## src/rtl/bmp_pkg.sv

```systemverilog
`default_nettype none
// ============================================================================
// Module      : bmp_pkg
// Description : Shared definitions for the BMP grey-conversion engine: FSM
//               state encoding, luma coefficients and 24-bpp row-stride
//               helpers.
// Revision    : 1.0 - initial release
// ============================================================================
package bmp_pkg;

    typedef enum logic [3:0] {
        ST_IDLE   = 4'd0,
        ST_LD_REQ = 4'd1,
        ST_LD_REL = 4'd2,
        ST_RD_B   = 4'd3,
        ST_RD_G   = 4'd4,
        ST_RD_R   = 4'd5,
        ST_CALC   = 4'd6,
        ST_WR_B   = 4'd7,
        ST_WR_G   = 4'd8,
        ST_WR_R   = 4'd9,
        ST_WR_PAD = 4'd10,
        ST_SV_REQ = 4'd11,
        ST_SV_REL = 4'd12,
        ST_FIN    = 4'd13
    } state_t;

    // Fixed-point BT.601-style weights; they sum to 256 so the result of the
    // weighted sum shifted right by 8 can never exceed 255.
    localparam logic [7:0] C_COEF_R = 8'd77;
    localparam logic [7:0] C_COEF_G = 8'd150;
    localparam logic [7:0] C_COEF_B = 8'd29;

    // Bytes per BMP row: 3 bytes per pixel rounded up to a 4-byte boundary.
    function automatic logic [31:0] row_stride(input logic [15:0] width);
        logic [31:0] w_bytes;
        w_bytes = {16'd0, width} * 32'd3;
        return (w_bytes + 32'd3) & ~32'd3;
    endfunction

    // Number of zero pad bytes at the end of each row (0..3).
    function automatic logic [1:0] row_pad(input logic [15:0] width);
        logic [31:0] w_bytes;
        w_bytes = {16'd0, width} * 32'd3;
        return 2'(row_stride(width) - w_bytes);
    endfunction

endpackage
`default_nettype wire

```

## src/rtl/bmp_luma.sv

```systemverilog
`default_nettype none
// ============================================================================
// Module      : bmp_luma
// Description : Combinational RGB to grey conversion,
//               y = (77*r + 150*g + 29*b) >> 8.
// Ports       : r, g, b  - 8-bit colour components
//               y        - 8-bit grey value
// Revision    : 1.0 - initial release
// ============================================================================
import bmp_pkg::*;

module bmp_luma (
    input  logic [7:0] r,
    input  logic [7:0] g,
    input  logic [7:0] b,
    output logic [7:0] y
);

    // The 16-bit weighted sum never overflows (max 256*255), so the top byte
    // is the result directly.
    assign y = 8'((({8'd0, C_COEF_R} * {8'd0, r})
                 + ({8'd0, C_COEF_G} * {8'd0, g})
                 + ({8'd0, C_COEF_B} * {8'd0, b})) >> 8);

endmodule
`default_nettype wire

```

## src/rtl/bmp_gray_engine.sv

```systemverilog
`default_nettype none
// ============================================================================
// Module      : bmp_gray_engine
// Description : Job controller: requests a BMP load into frame memory,
//               converts every 24-bpp pixel to grey through one byte-wide
//               memory port, writes the grey bitmap (same layout, pad bytes
//               zeroed) to the destination region, then requests a save.
// Ports       : clk, reset_n            - clock, async active-low reset
//               go / busy / done        - job start, in-progress, end pulse
//               bmp_input_*             - load handshake and source address
//               bmp_output_*            - save handshake and dest address
//               bmp_width / bmp_height  - image size, bits [15:0] used
//               mem_*                   - byte frame-memory port
// Revision    : 1.0 - initial release
// ============================================================================
import bmp_pkg::*;

module bmp_gray_engine #(
    parameter logic [31:0] SRC_ADDR = 32'h0000_0000,
    parameter logic [31:0] DST_ADDR = 32'h0010_0000
) (
    input  logic        clk,
    input  logic        reset_n,
    input  logic        go,
    output logic        busy,
    output logic        done,
    output logic        bmp_input_start,
    input  logic        bmp_input_done,
    output logic [31:0] bmp_input_address,
    output logic        bmp_output_start,
    input  logic        bmp_output_done,
    output logic [31:0] bmp_output_address,
    input  logic [31:0] bmp_width,
    input  logic [31:0] bmp_height,
    output logic        mem_req,
    output logic        mem_we,
    output logic [31:0] mem_addr,
    output logic [7:0]  mem_wdata,
    input  logic        mem_ready,
    input  logic [7:0]  mem_rdata
);

    state_t      r_state;
    state_t      w_next;

    logic        r_pend;
    logic        r_in_start;
    logic        r_out_start;
    logic        r_rd_acc;
    logic [15:0] r_w;
    logic [15:0] r_h;
    logic [1:0]  r_pad;
    logic [31:0] r_off;
    logic [15:0] r_col;
    logic [15:0] r_row;
    logic [1:0]  r_pad_cnt;
    logic [7:0]  r_b;
    logic [7:0]  r_g;
    logic [7:0]  r_y;

    logic        w_accept;
    logic        w_last_col;
    logic        w_last_row;
    logic        w_last_pad;
    logic        w_size_zero;
    logic [7:0]  w_y;
    logic [31:0] w_unused_hi;

    assign w_unused_hi = {bmp_width[31:16], bmp_height[31:16]};

    assign bmp_input_address  = SRC_ADDR;
    assign bmp_output_address = DST_ADDR;
    assign bmp_input_start    = r_in_start;
    assign bmp_output_start   = r_out_start;

    assign busy        = r_pend || ((r_state != ST_IDLE) && (r_state != ST_FIN));
    assign w_accept    = mem_req && mem_ready;
    assign w_last_col  = (r_col + 16'd1) == r_w;
    assign w_last_row  = (r_row + 16'd1) == r_h;
    assign w_last_pad  = (r_pad_cnt + 2'd1) == r_pad;
    assign w_size_zero = (bmp_width[15:0] == 16'd0) || (bmp_height[15:0] == 16'd0);

    // Red is consumed straight from the memory bus in CALC, the cycle its
    // read data is valid, so only blue and green need holding registers.
    bmp_luma u_luma (
        .r (mem_rdata),
        .g (r_g),
        .b (r_b),
        .y (w_y)
    );

    // ---------------------------------------------------------------- state
    always_ff @(posedge clk or negedge reset_n) begin
        if (!reset_n) begin
            r_state <= ST_IDLE;
        end else begin
            r_state <= w_next;
        end
    end

    // ----------------------------------------------------------- next state
    always_comb begin
        w_next = r_state;
        case (r_state)
            ST_IDLE: begin
                // Both acknowledges must be low so a stale done cannot close
                // the handshake of a new job.
                if (r_pend && !bmp_input_done && !bmp_output_done) begin
                    w_next = ST_LD_REQ;
                end
            end
            ST_LD_REQ: begin
                if (r_in_start && bmp_input_done) begin
                    w_next = ST_LD_REL;
                end
            end
            ST_LD_REL: begin
                if (!bmp_input_done) begin
                    w_next = w_size_zero ? ST_SV_REQ : ST_RD_B;
                end
            end
            ST_RD_B: if (w_accept) w_next = ST_RD_G;
            ST_RD_G: if (w_accept) w_next = ST_RD_R;
            ST_RD_R: if (w_accept) w_next = ST_CALC;
            ST_CALC: w_next = ST_WR_B;
            ST_WR_B: if (w_accept) w_next = ST_WR_G;
            ST_WR_G: if (w_accept) w_next = ST_WR_R;
            ST_WR_R: begin
                if (w_accept) begin
                    if (!w_last_col) begin
                        w_next = ST_RD_B;
                    end else if (r_pad != 2'd0) begin
                        w_next = ST_WR_PAD;
                    end else begin
                        w_next = w_last_row ? ST_SV_REQ : ST_RD_B;
                    end
                end
            end
            ST_WR_PAD: begin
                if (w_accept && w_last_pad) begin
                    w_next = w_last_row ? ST_SV_REQ : ST_RD_B;
                end
            end
            ST_SV_REQ: begin
                if (r_out_start && bmp_output_done) begin
                    w_next = ST_SV_REL;
                end
            end
            ST_SV_REL: if (!bmp_output_done) w_next = ST_FIN;
            ST_FIN:    w_next = ST_IDLE;
            default:   w_next = ST_IDLE;
        endcase
    end

    // -------------------------------------------------------------- outputs
    always_comb begin
        mem_req   = 1'b0;
        mem_we    = 1'b0;
        mem_addr  = 32'd0;
        mem_wdata = 8'd0;
        done      = 1'b0;
        case (r_state)
            ST_RD_B: begin
                mem_req  = 1'b1;
                mem_addr = SRC_ADDR + r_off;
            end
            ST_RD_G: begin
                mem_req  = 1'b1;
                mem_addr = SRC_ADDR + r_off + 32'd1;
            end
            ST_RD_R: begin
                mem_req  = 1'b1;
                mem_addr = SRC_ADDR + r_off + 32'd2;
            end
            ST_WR_B: begin
                mem_req   = 1'b1;
                mem_we    = 1'b1;
                mem_addr  = DST_ADDR + r_off;
                mem_wdata = r_y;
            end
            ST_WR_G: begin
                mem_req   = 1'b1;
                mem_we    = 1'b1;
                mem_addr  = DST_ADDR + r_off + 32'd1;
                mem_wdata = r_y;
            end
            ST_WR_R: begin
                mem_req   = 1'b1;
                mem_we    = 1'b1;
                mem_addr  = DST_ADDR + r_off + 32'd2;
                mem_wdata = r_y;
            end
            ST_WR_PAD: begin
                mem_req   = 1'b1;
                mem_we    = 1'b1;
                mem_addr  = DST_ADDR + r_off;
            end
            ST_FIN: done = 1'b1;
            default: ;
        endcase
    end

    // ------------------------------------------------ datapath and counters
    always_ff @(posedge clk or negedge reset_n) begin
        if (!reset_n) begin
            r_pend      <= 1'b0;
            r_in_start  <= 1'b0;
            r_out_start <= 1'b0;
            r_rd_acc    <= 1'b0;
            r_w         <= 16'd0;
            r_h         <= 16'd0;
            r_pad       <= 2'd0;
            r_off       <= 32'd0;
            r_col       <= 16'd0;
            r_row       <= 16'd0;
            r_pad_cnt   <= 2'd0;
            r_b         <= 8'd0;
            r_g         <= 8'd0;
            r_y         <= 8'd0;
        end else begin
            if ((r_state == ST_IDLE) && (w_next == ST_LD_REQ)) begin
                r_pend <= 1'b0;
            end else if (go && !busy) begin
                r_pend <= 1'b1;
            end

            // Start goes high one cycle into the REQ state and falls as soon
            // as the acknowledge is seen; it is never raised while the
            // acknowledge is already high.
            r_in_start  <= (r_state == ST_LD_REQ) && !bmp_input_done;
            r_out_start <= (r_state == ST_SV_REQ) && !bmp_output_done;

            // Marks the single cycle in which read data is on mem_rdata.
            r_rd_acc <= w_accept && !mem_we;

            if ((r_state == ST_LD_REL) && !bmp_input_done) begin
                r_w       <= bmp_width[15:0];
                r_h       <= bmp_height[15:0];
                r_pad     <= row_pad(bmp_width[15:0]);
                r_off     <= 32'd0;
                r_col     <= 16'd0;
                r_row     <= 16'd0;
                r_pad_cnt <= 2'd0;
            end

            if (r_rd_acc) begin
                case (r_state)
                    ST_RD_G: r_b <= mem_rdata;
                    ST_RD_R: r_g <= mem_rdata;
                    ST_CALC: r_y <= w_y;
                    default: ;
                endcase
            end

            if ((r_state == ST_WR_R) && w_accept) begin
                r_off <= r_off + 32'd3;
                if (w_last_col) begin
                    r_col <= 16'd0;
                    if (r_pad == 2'd0) begin
                        r_row <= r_row + 16'd1;
                    end
                end else begin
                    r_col <= r_col + 16'd1;
                end
            end

            if ((r_state == ST_WR_PAD) && w_accept) begin
                r_off <= r_off + 32'd1;
                if (w_last_pad) begin
                    r_pad_cnt <= 2'd0;
                    r_row     <= r_row + 16'd1;
                end else begin
                    r_pad_cnt <= r_pad_cnt + 2'd1;
                end
            end
        end
    end

endmodule
`default_nettype wire
```

## config.mk

```make
export PLATFORM = sky130hd
export DESIGN_NAME = bmp_gray_engine
export DESIGN_NICKNAME = d
export VERILOG_FILES = /design/src/rtl/bmp_pkg.sv /design/src/rtl/bmp_luma.sv /design/src/rtl/bmp_gray_engine.sv
export SDC_FILE = /design/constraint.sdc
export NUM_CORES = 1
export LEC_CHECK = 0
export BUFFER_PORTS_ARGS = -buffer_cell sky130_fd_sc_hd__buf_2
export CAP_MARGIN = 40
export CORE_ASPECT_RATIO = 1.4
export CORE_UTILIZATION = 30
export DETAILED_ROUTE_END_ITERATION = 16
export REMOVE_ABC_BUFFERS = 1
export SLEW_MARGIN = 25
export SYNTH_ARGS = -nofsm -noshare
export SYNTH_HDL_FRONTEND = slang
export SYNTH_SLANG_ARGS = --single-unit
```

## constraint.sdc

```tcl
create_clock -name clk -period 9.3 [get_ports clk]
set_clock_uncertainty 0.2 [all_clocks]
set_input_delay 0.465 -clock clk [delete_from_list [all_inputs] [get_ports clk]]
set_output_delay 0.465 -clock clk [all_outputs]
set_load 0.05 [all_outputs]
```

==> After elaboration in Yosys (flattened, before gate mapping) <==
Cells that the tools add are included.
{ "totals": {"regBits": 132, "latchBits": 0, "ramBits": 0, "romBits": 0, "inputBits": 78, "out_inout_bits": 110, "wordCells": 126, "mem_count": 0} }
{ "op_classes": {"n_addsub": 12, "n_mul": 4, "div": 0, "order_cmp": 0, "n_eq_ne": 18, "n_shift": 0, "mux": 39, "bitwise_logic": 0, "reduce_logical": 38} }
{ "op_table": {"columns": ["cell", "count"], "rows": [
  ["$pmux 32 s6", 1],
  ["$mux 16", 9],
  ["$add 32x2->32 const B", 3],
  ["$mux 32", 3],
  ["$add 32x1->32 const B", 2],
  ["$mux 4", 16],
  ["$pmux 4 s13", 1],
  ["$add 16x1->16 const B", 2],
  ["$add 21x32->32 const A", 1],
  ["$eq 16x16->1", 2],
  ["$logic_not 16->1", 2],
  ["$mul 7x8->15 const A", 2],
  ["$eq 4x4->1 const B", 6],
  ["$mul 16x2->18 const B", 1],
  ["$add 15x16->16", 1],
  ["$add 16x13->16", 1],
  ["$eq 4x3->1 const B", 4],
  ["$logic_and 1x1->1", 15],
  ["$mul 5x8->13 const A", 1],
  ["$eq 4x1->1 const B", 2],
  ["$eq 4x2->1 const B", 2],
  ["$mux 8", 1],
  ["$reduce_bool 2->1", 4],
  ["$reduce_or 7->1", 1],
  ["other kinds (16)", 28]
]} }

==> Longest topological paths before layout <==
{ "depth": {"depth_word": 10, "ltp_mapped": 26} }

==> Modules after synthesis <==
Synthesis repeated with hierarchy kept, for this count alone.
{ "unflattened": {"cells_unflattened": 1709, "hier_area_um2": 14162.3} }
{ "by_module_without_submodules": {"columns": ["module", "n_inst", "cells_each", "area_each_um2", "seq_area_each_um2"], "rows": [
  ["bmp_gray_engine", 1, 1378, 11016.8, 3278.1],
  ["bmp_luma", 1, 331, 3145.5, 0.0]
]} }

==> Worst setup path before layout <==
No wires, ideal clock.
{ "synth_path": {"path_kind": "register to register", "startpoint": "register r_g[4]", "endpoint": "register r_y[7]", "arrival_time_ps": 6423, "t_required_ps": 8973, "path_slack_ps": 2551, "stages_incl_launch_ff": 24, "path_buffers": 0, "path_cell_list": "dfrtp_1 ha_1 ha_1 inv_1 fa_1 fa_1 inv_1 ha_1 xnor2_1 fa_1 fa_1 inv_1 fa_1 fa_1 inv_1 ha_1 o311a_1 o21ai_0 o311ai_1 o311a_1 a2111oi_0 xnor2_1 xnor2_1 o21ai_1"} }
{ "synth_via": {"elab_chain_len": 3} }
{ "synth_lines": {"columns": ["item", "line", "text"], "rows": [
  ["from (decl)", "bmp_gray_engine.sv:58", "logic [7:0] r_g;"],
  ["from (signal assigned)", "bmp_gray_engine.sv:249", "ST_RD_R: r_g <= mem_rdata;"],
  ["$mul 7x8->15", "bmp_luma.sv:22", "+ ({8'd0, C_COEF_G} * {8'd0, g})"],
  ["$add 15x16->16", "bmp_luma.sv:22", null],
  ["$add 16x13->16", "bmp_luma.sv:23", "+ ({8'd0, C_COEF_B} * {8'd0, b})) >> 8);"],
  ["to (signal assigned)", "bmp_gray_engine.sv:250", "ST_CALC: r_y <= w_y;"],
  ["to (decl)", "bmp_gray_engine.sv:59", "logic [7:0] r_y;"]
]} }
No other way between the ends.
A chain may end at the register's enable or synchronous reset.

==> Final worst setup path <==
Ends and elaborated chain as after synthesis.

==> out/metrics.yaml <==
synth_top_family_by_area: "simple AND/OR/NAND/NOR gates"
gr-usage-all-layers: 0.180
yosysWarnings: 0
clock-root-buffer: "clkbuf_16"
worst_setup_hold_path_clk_slew_ns: 0.06
avgViaCountPerCell: 5.36
synth_top_area_cell: "dfrtp_1"
synthDistinctLibCells: 79
grt_overflow: 0
layout_worst_path_cycle_share: 0.780
detail-route-antenna-nets: 0
share_of_async_settable_or_async_resettable_flops_after_synthesis: 1.00
floorplan.die.width_um: 181
final.setup.worst_slack_ns: 2.05
synth_enable_flop_cells: 0
dp_hpwl_um: 30000
netlist_top_cells_count: "247 x nand2_1, 131 x dfrtp_1, 117 x nor2_1"
worst-endpoint-arrival_ns: 7.37
critical_path.reg2reg.startpoint: "r_g[4]$_DFFE_PN0P_"
post-place-ws_ns: 2.07
fmax_ghz: 0.138
post-synth-top-count-cell: "nand2_1"
tritoncts.num_buffers: 17
crit_fanout: 5
detail_route.first_pass.iterations: 8
nNetsFinal: 1957
min-delay-path-class: "input pin to flip-flop"
finalWirelength_um: 40700
tns_ns: 0
finalCriticalPeriod_ns: 7.25
clock_sinks: 131
finalSetupViolCount: 0
post_route_cells_drive_above_1_share: 0.104
clock_tree.buffer_depth: 2
syn_to_final_growth_pct: 10.0
grt_pass1_wl_um: 65200
synth_adder_area_share: 0.167
worst_setup_path_startpoint: "r_g[4]$_DFFE_PN0P_"
finalHoldViolCount: 0
drc_errors: 0
post_synth_main_area_contributors: "dfrtp_1 24%, ha_1 8.6%, fa_1 8.1%, nand2_1 6.9%, xnor2_1 4.3%"
netlist_area_before_placement_um2: 13500
holdWs_ns: 0.0161
prevailing_post_synth_register_cell: "dfrtp_1"
run_status: "finished, final reports clean"
io_pins: 188
synth-xor-area-share: 0.0680
synth_compound_area_frac: 0.161
min-delay-start: "bmp_height[0]"
floorplan.die_area_um2: 45900
cts-htree-levels: 4
buffer_ports.inserted: 91
synth_area_per_cell_um2: 7.98
worst-endpoint-required_ns: 9.42
cts_setup_buffers: 0
wl_per_cell_um: 17.7
synthesized_flop_and_latch_total: 131
floorplan.rows: 91
clock_tree_from_tritoncts: "done"
num_antenna_cells: 0
clkLatencyLatePin_ns: 0.46
synth_top_area_share: 0.242
worst_slew_pin_slew_ns: 0.866
final_core_utilization: 0.336
timing.max_cap.violations: 0
core_area_um2: 44300
detailed_router_s_first_iteration_violation_count: 947
simple_gate_fraction_of_synth_area: 0.236
grt_pass1_vias: 12100
die_h_um: 253
worst_slew_margin_rel: 0.420
yosysSeqAreaShare: 0.242
finalMaxSlewViolations: 0
synth_cells: 1695
routabilityCongestion: 0.949
synthMuxAreaShare: 0.0251
routed-via-count: 12400
startpoint_type: "flip-flop"
rsz_0062_raised_after_global_routing: "no"
crit_path_end_kind: "flip-flop"
number_of_antenna_violations_at_the_first_check_in_global_routing: 0
initial_core_util: 0.305
crit_type: "flip-flop to flip-flop"
grt_max_degree: 61
==> final timing paths <==
check,endpoint,slack (ns),cells after the start
max in group asynchronous,r_h[13]$_DFFE_PN0P_,7.37,4
worst min-delay path,r_h[0]$_DFFE_PN0P_,0.02,3
min in group asynchronous,r_w[9]$_DFFE_PN0P_,0.36,2
worst max-delay path,r_y[7]$_DFFE_PN0P_,2.05,24
worst max register to register,r_y[7]$_DFFE_PN0P_,2.05,24
worst min register to register,r_y[4]$_DFFE_PN0P_,0.28,2
==> critical path, cell delays in order (launching register included) <==
cell and delay (ns):
dfrtp_1 0.44, ha_1 0.32, ha_1 0.27, inv_1 0.05
fa_1 0.51, fa_1 0.52, inv_1 0.04, ha_1 0.35
xnor2_1 0.21, fa_1 0.48, fa_1 0.52, inv_1 0.05
fa_1 0.47, fa_1 0.55, inv_1 0.04, ha_1 0.35
o311a_1 0.15, o21ai_0 0.08, o311ai_1 0.14, buf_4 0.18
o311a_1 0.32, a2111oi_0 0.44, xnor2_1 0.19, xnor2_1 0.15
o21ai_1 0.08
==> through the flow <==
step,cells,instance area [µm²]
floorplan,1592,12800
global placement,2257,14100
detailed placement,2259,14100
CTS,2298,14800
global route,2302,14900
finish,2302,14900
==> layout by cell type (no fill, tap or decap), types with 7 or more instances in the layout <==
cell type | Yosys | routed
a31oi_1 | 17 | 17
dlygate4sd3_1 | 0 | 7
a221oi_1 | 13 | 13
o22ai_1 | 14 | 14
o21ai_0 | 111 | 111
xnor2_1 | 66 | 66
ha_1 | 93 | 93
a22oi_1 | 7 | 7
nand2b_1 | 14 | 14
a21o_1 | 10 | 10
dfrtp_1 | 131 | 131
fa_1 | 55 | 55
nand4_1 | 35 | 35
o211ai_1 | 14 | 14
clkbuf_16 | 0 | 17
or2_2 | 7 | 7
buf_2 | 31 | 91
mux2i_1 | 17 | 17
a21oi_1 | 76 | 75
nor2_1 | 117 | 117
nand2_1 | 247 | 246
or3_1 | 12 | 12
o31ai_1 | 13 | 13
mux2_2 | 15 | 15
nor3_1 | 51 | 51
and3_1 | 21 | 21
nor4_1 | 17 | 17
buf_4 | 72 | 16
nor2b_1 | 21 | 21
o21a_1 | 7 | 7
xor2_1 | 39 | 39
a211oi_1 | 11 | 11
nand3_1 | 60 | 60
inv_1 | 110 | 110
and2_1 | 16 | 16
conb_1 | 2 | 64
==> cell type report <==
type / count / area [µm²]
clock buffers: 18 / 439
clock inverters: 14 / 198
fillers: 4629 / 29400
inverters: 110 / 413
multi-input cells: 1351 / 9130
flip-flops and latches: 131 / 3280
well taps: 558 / 698
repair buffers: 120 / 721
==> logic make-up after synthesis <==
family                     after synthesis
other                                    2
and+or+nand+nor                        656
xor gates and xnor gates               105
AOI/OAI and AO/OA                      346
DFF                                    131
buffers and inverters                  275
muxes                                   32
adders and majority gates              148
==> sequential cells by signal (all words and copies together) (netlist names) <==
signal,flops
bmp_output_start,1
r_pad_cnt,2
r_y,8
bmp_input_start,1
r_pend,1
r_g,8
r_state,4
r_b,8
r_rd_acc,1
r_h,16
r_col,16
r_w,16
r_off,32
r_pad,1
r_row,16
==> per-layer routing <==
layer,vias up,GRT usage,routed length (µm)
met4,0,0.0893,1460
met2,445,0.327,21100
met3,88,0.0257,1760
li1,5858,-,-
met1,5959,0.206,16400
met5,-,0,0
==> timing repair <==
action | 4_1_cts | 5_1_grt
gates resized for setup | 0 | 0
hold buffers | 7 | 0
hold endpoints to repair | 65 | 0
Power is left out: the tool's default activity adds up to more than one toggle a clock period on the data nets, which glitch-free logic cannot reach.
